<file path="src/rtl/lcd_write_engine.sv">
// HD44780 8-bit bus driver: runs power-on init, then writes one character per handshake,
// inserting DDRAM address commands when the cursor crosses line 1 -> 2 and line 2 -> 1.
module lcd_write_engine #(
  parameter int POWERUP_CYC    = 750000,
  parameter int INIT_WAIT_CYC  = 205000,
  parameter int CMD_WAIT_CYC   = 2500,
  parameter int CLEAR_WAIT_CYC = 82000,
  parameter int E_PULSE_CYC    = 12
) (
  input  logic       clkFSM,
  input  logic       resetFSM_n,
  input  logic       writeStart,
  input  logic [7:0] data,
  output logic       initDone,
  output logic       writeDone,
  output logic       lcd_rs,
  output logic       lcd_rw,
  output logic       lcd_e,
  output logic [7:0] lcd_db
);

  typedef enum logic [3:0] {
    PWR, ISSUE, SETUP, EHIGH, EWAIT, READY, WRAP, CHAR, DONE
  } state_t;

  // Terminal counts are stored as (cycles - 1) so a counter starting at 0 runs exactly N cycles.
  localparam logic [19:0] PWR_LAST   = 20'(POWERUP_CYC - 1);
  localparam logic [19:0] INIT_LAST  = 20'(INIT_WAIT_CYC - 1);
  localparam logic [19:0] CMD_LAST   = 20'(CMD_WAIT_CYC - 1);
  localparam logic [19:0] CLEAR_LAST = 20'(CLEAR_WAIT_CYC - 1);
  localparam logic [19:0] E_LAST     = 20'(E_PULSE_CYC - 1);

  function automatic logic [7:0] init_cmd(input logic [2:0] i);
    case (i)
      3'd4:    return 8'h08;
      3'd5:    return 8'h01;
      3'd6:    return 8'h06;
      3'd7:    return 8'h0C;
      default: return 8'h38;
    endcase
  endfunction

  function automatic logic [19:0] init_wait(input logic [2:0] i);
    case (i)
      3'd0:    return INIT_LAST;
      3'd5:    return CLEAR_LAST;
      default: return CMD_LAST;
    endcase
  endfunction

  // state walks the bus transaction; owner records which job (ISSUE/WRAP/CHAR) the transaction serves.
  state_t      state, state_nxt;
  state_t      owner, owner_nxt;
  logic [19:0] cnt, cnt_nxt;
  logic [19:0] wait_q, wait_nxt;
  logic [2:0]  idx, idx_nxt;
  logic [5:0]  col, col_nxt;
  logic [7:0]  char_q, char_nxt;
  logic        rs_q, rs_nxt;
  logic [7:0]  db_q, db_nxt;
  logic        init_q, init_nxt;
  logic        e_q, done_q;

  always_ff @(posedge clkFSM or negedge resetFSM_n) begin
    if (!resetFSM_n) begin
      state  <= PWR;
      owner  <= ISSUE;
      cnt    <= '0;
      wait_q <= '0;
      idx    <= '0;
      col    <= '0;
      char_q <= '0;
      rs_q   <= 1'b0;
      db_q   <= '0;
      init_q <= 1'b0;
      e_q    <= 1'b0;
      done_q <= 1'b0;
    end else begin
      state  <= state_nxt;
      owner  <= owner_nxt;
      cnt    <= cnt_nxt;
      wait_q <= wait_nxt;
      idx    <= idx_nxt;
      col    <= col_nxt;
      char_q <= char_nxt;
      rs_q   <= rs_nxt;
      db_q   <= db_nxt;
      init_q <= init_nxt;
      e_q    <= (state_nxt == EHIGH);
      done_q <= (state_nxt == DONE);
    end
  end

  always_comb begin
    state_nxt = state;
    owner_nxt = owner;
    cnt_nxt   = cnt;
    wait_nxt  = wait_q;
    idx_nxt   = idx;
    col_nxt   = col;
    char_nxt  = char_q;
    rs_nxt    = rs_q;
    db_nxt    = db_q;
    init_nxt  = init_q;

    case (state)
      PWR: begin
        if (cnt == PWR_LAST) begin
          state_nxt = SETUP;
          owner_nxt = ISSUE;
          cnt_nxt   = '0;
          idx_nxt   = 3'd0;
          rs_nxt    = 1'b0;
          db_nxt    = init_cmd(3'd0);
          wait_nxt  = init_wait(3'd0);
        end else begin
          cnt_nxt = cnt + 20'd1;
        end
      end

      SETUP: begin
        state_nxt = EHIGH;
        cnt_nxt   = '0;
      end

      EHIGH: begin
        if (cnt == E_LAST) begin
          state_nxt = EWAIT;
          cnt_nxt   = '0;
        end else begin
          cnt_nxt = cnt + 20'd1;
        end
      end

      EWAIT: begin
        if (cnt == wait_q) begin
          cnt_nxt = '0;
          case (owner)
            ISSUE: begin
              if (idx == 3'd7) begin
                init_nxt  = 1'b1;
                col_nxt   = '0;
                state_nxt = READY;
              end else begin
                idx_nxt   = idx + 3'd1;
                db_nxt    = init_cmd(idx + 3'd1);
                wait_nxt  = init_wait(idx + 3'd1);
                state_nxt = SETUP;
              end
            end
            // Address command done: the latched character follows immediately.
            WRAP: begin
              owner_nxt = CHAR;
              rs_nxt    = 1'b1;
              db_nxt    = char_q;
              wait_nxt  = CMD_LAST;
              state_nxt = SETUP;
            end
            CHAR: begin
              col_nxt   = col + 6'd1;
              state_nxt = DONE;
            end
            default: state_nxt = READY;
          endcase
        end else begin
          cnt_nxt = cnt + 20'd1;
        end
      end

      READY: begin
        if (writeStart) begin
          char_nxt  = data;
          wait_nxt  = CMD_LAST;
          state_nxt = SETUP;
          if (col == 6'd16) begin
            owner_nxt = WRAP;
            rs_nxt    = 1'b0;
            db_nxt    = 8'hC0;
          end else if (col == 6'd32) begin
            owner_nxt = WRAP;
            rs_nxt    = 1'b0;
            db_nxt    = 8'h80;
            col_nxt   = '0;
          end else begin
            owner_nxt = CHAR;
            rs_nxt    = 1'b1;
            db_nxt    = data;
          end
        end
      end

      DONE: state_nxt = READY;

      default: state_nxt = PWR;
    endcase
  end

  assign initDone  = init_q;
  assign writeDone = done_q;
  assign lcd_rs    = rs_q;
  assign lcd_rw    = 1'b0;
  assign lcd_e     = e_q;
  assign lcd_db    = db_q;

endmodule

</file>
<file path="config.mk">
export PLATFORM = sky130hd
export DESIGN_NAME = lcd_write_engine
export DESIGN_NICKNAME = d
export VERILOG_FILES = /design/src/rtl/lcd_write_engine.sv
export SDC_FILE = /design/constraint.sdc
export NUM_CORES = 1
export LEC_CHECK = 0
export ABC_AREA = 1
export CAP_MARGIN = 20
export CELL_PAD_IN_SITES_DETAIL_PLACEMENT = 1
export CELL_PAD_IN_SITES_GLOBAL_PLACEMENT = 1
export CORE_UTILIZATION = 44
export CTS_BUF_LIST = sky130_fd_sc_hd__clkbuf_4 sky130_fd_sc_hd__clkbuf_8 sky130_fd_sc_hd__clkbuf_16
export CTS_CLUSTER_SIZE = 16
export DETAILED_ROUTE_END_ITERATION = 7
export GPL_TIMING_DRIVEN = 0
export HOLD_SLACK_MARGIN = 0.08
export MAX_ROUTING_LAYER = met4
export PLACE_DENSITY_LB_ADDON = 0.12
export RECOVER_POWER = 50
export SLEW_MARGIN = 20
export SYNTH_ARGS = -nofsm -noshare
export SYNTH_HDL_FRONTEND = slang
export SYNTH_SLANG_ARGS = --single-unit
</file>
<file path="constraint.sdc">
create_clock -name clkFSM -period 2.5 [get_ports clkFSM]
set_input_delay 0.75 -clock clkFSM [delete_from_list [all_inputs] [get_ports clkFSM]]
set_output_delay 0.75 -clock clkFSM [all_outputs]
set_load 0.005 [all_outputs]
</file>
==> metrics, run 1 <==
die height 98.3 um; FF+latch count, synth 61; remaining global-route overflow 0; mux cell area share after synthesis 1.38%; Layout Cells excl Fill 713; Buffers on Ports 22; Seq/Total Area, Yosys 37.5%; synth top area cells dfrtp_1, nand2_1, nand3_1; RSZ-0062 raised after global routing no; f_max 451 MHz; cts repair resizes 0; hold-critical path depth 2; Arr. time, crit path between 2 and 2.5 ns; setup ws final 0.285 ns; H-tree levels 3; Residual DRC 0; Post-Synthesis Cells 566; total routed wirelength 12.0 mm; Worst-path clk slew roughly 0.080 ns; cell count after placement 697; Max IR drop VDD between 0.0002 and 0.0003 V; # clock sinks between 60 and 70; power density cells approximately 440 nW/um^2; syn nets 586; multi-input logic area 2180 sq um; area added between synthesis and finish 14.4%; category of the most critical setup path register to register; setup slack at placement roughly 0.30 ns; CTS Buffer Depth 2; GRT Total Usage 27.7%; Final min period 2.22 ns; initial detailed-routing violation count 132; antenna diode count 0; antenna violations before repair 0; sequential power share 48.2%; Worst Skew between 0.01 and 0.015 ns; Final Hold Fails 0; worst hold slack 0.480 ns; Detailed Place HPWL 9.09 mm; DR pass1 iterations 4; synth warn 0; global placement routability congestion 0.904; Synth Area in Compound Gates 9.60%; crit-path max FO 9; mapped cell area 4080 sq um; CTS tree done; Final Total Pwr 2.05 mW; Routed wire per std cell 16.8 um; die width 98.3 um; Starting Density 46.1%; leakage 2.19 nW; share of cells above drive strength 1 14.0%; clk_lat worst skew roughly 0.36 ns; simple-gate portion of the synthesized area 37.4%; Reg2Reg Depth 10; Final #Nets 620; vias 3856; Most used DFF post-synth dfrtp_1; Filler cells 1167; Crit. End Element register; status finished clean; FF+latch area about 1500 sq um; Switching Power 479 uW; first-pass GRT wire length 20.3 mm; number of setup buffers added after CTS 0; IO Pins 24; worst-margin pin slew 1.10 ns; library cells used by synthesis 42; Setup crit start kind register; worst path required time 2.73 ns; Hold Path Class register to register; Synth area leader dfrtp_1; Core Region 8850 sq um; number of buffers created by CTS 9; antenna-violating nets left 0; final slew viol count 0; die area 9660 sq um; post-synthesis adder-cell area fraction 2.76%; hold_buf cts 0; largest net degree at the start of global routing 45; Clk pwr share 49.7%; main combinational cell family by area after synthesis simple AND/OR/NAND/NOR gates; Post-synth EDFFs 0; ys async rst share 100%; vias per inst 5.41; post-synth top area share 36.8%; row count 34; Syn Area/Cell between 7 and 8 sq um; relative slew slack 26.6%; Max Cap Viol 0; combinational fraction of design power ~2.1%; internal power 1.57 mW; clock root buffer clkbuf_8; vias in the first global route 4099; Synth Area in XOR/XNOR 2.58%; Final Cycle Share 88.6%; switch share 23.4%; final setup violation count 0
[synth_stat cells, types with 2 or more instances]
cell type,n
mux2_2,5
nand2_1,185
o311ai_0,2
nor2_1,46
nand3b_1,2
inv_1,45
o31ai_1,2
nand3_2,2
nor3_1,8
dfrtp_1,60
o21ai_0,28
nand2_2,9
o211ai_1,3
nor2_2,9
nor3_4,2
nand3_1,53
nand4_1,10
buf_6,6
ha_1,9
nand2_4,2
o21bai_1,3
buf_4,4
o21ai_1,7
nor2_4,5
xor2_1,10
a21oi_1,15
inv_2,11
buf_2,8
xnor2_1,2
[layout make-up]
type	instances	share of cell area (%)
clock inverter	7	2.09
tap	108	2.90
inverter	58	4.72
timing repair buffer	23	5.18
sequential	61	32.7
clock buffer	9	2.65
buffer	18	2.95
multi-input combinational	429	46.8
[state kept, by name, summed over array words and instances, names as in the netlist]
signal,count
char_q,8
cnt,20
col,6
idx,3
initDone,1
lcd_db,8
lcd_e,1
lcd_rs,1
owner,2
state,4
wait_q,6
writeDone,1
[power groups by stage]
stage | clock network, mW | logic, mW | registers (mW)
6_report | 1.02 | 0.0438 | 0.986
5_1_grt | 1.08 | 0.0501 | 0.986
4_1_cts | 1.04 | 0.0468 | 0.986
3_5_place_dp | 0 | 0.0468 | 1.01
3_3_place_gp | 0 | 0.0408 | 1.01
2_1_floorplan | 0 | 0.00280 | 1.01
[placed cells by master (no fill, tap or decap), drive strengths merged]
cell             n
buf             19
mux2             5
o211ai           3
conb             1
nor3            10
dfstp            1
clkinvlp         2
nand3           56
inv             58
nor2            60
o21ai           36
xor2            10
nand3b           2
clkinv           3
clkdlybuf4s50   21
o2111ai          1
dfrtp           60
xnor2            2
clkbuf          10
or2              1
ha               9
o22ai            1
o31ai            2
nand2          196
o21bai           3
nand4           10
o311ai           2
a22oi            1
nor4             1
bufinv           2
a21oi           17
[metal layers]
layer | wire length, um | share of wire, % | global-route usage [%]
met5 | 0 | 0 | -
met3 | 218 | 1.8 | 3.08
met4 | 339 | 2.8 | 11.6
met2 | 6120 | 51 | 48.4
met1 | 5270 | 44 | 32.5
[cells by family (layout without fill, tap and decap cells)]
logic type,after synthesis,in the layout
and+or+nand+nor,336,336
buffers and inverters,76,115
AOI/OAI and AO/OA,66,66
DFF,61,61
xor gates and xnor gates,12,12
adders and majority gates,9,9
muxes,5,5
other,1,1
[critical path: stages, from the launching register on]
cell and delay (ns):
dfrtp_1 0.49, nor2_1 0.15, nand2_1 0.09, nor2_1 0.11, nand2_1 0.07, nor2_2 0.10
nand2_1 0.23, nand2_1 0.28, nand2_1 0.21, nand2_2 0.26, a21oi_1 0.10
[stage by stage]
stage	util [%]	cell area, sq um	setup TNS [ns]
4_1_cts	52.9	4680	0
6_report	52.7	4670	0
5_1_grt	52.7	4670	0
2_1_floorplan	-	4080	0
3_5_place_dp	50.4	4460	0
3_3_place_gp	50.1	4430	-86.24
[worst paths after layout]
path | start | to | slack, ns
max reg2reg | cnt[15] | cnt[13] | 0.28
min in group asynchronous | resetFSM_n | cnt[12] | 0.58
min reg2reg | lcd_db[1] | lcd_db[1] | 0.48
max | cnt[15] | cnt[13] | 0.28
min | lcd_db[1] | lcd_db[1] | 0.48
max in group asynchronous | resetFSM_n | owner[0] | 1.09
No activity file was read; power rests on OpenSTA's default activity.
==> inputs of run 2 (changes only) <==
Settings changed: TNS_END_PERCENT from default to 100.
==> results of run 2 <==
The final DEF is identical to that of run 1; final timing and power are the same.
==> inputs of run 3 (changes only) <==
Settings changed: SKIP_CTS_REPAIR_TIMING from default to 1.
==> results of run 3 <==
The final DEF is identical to that of run 1; final timing and power are the same.
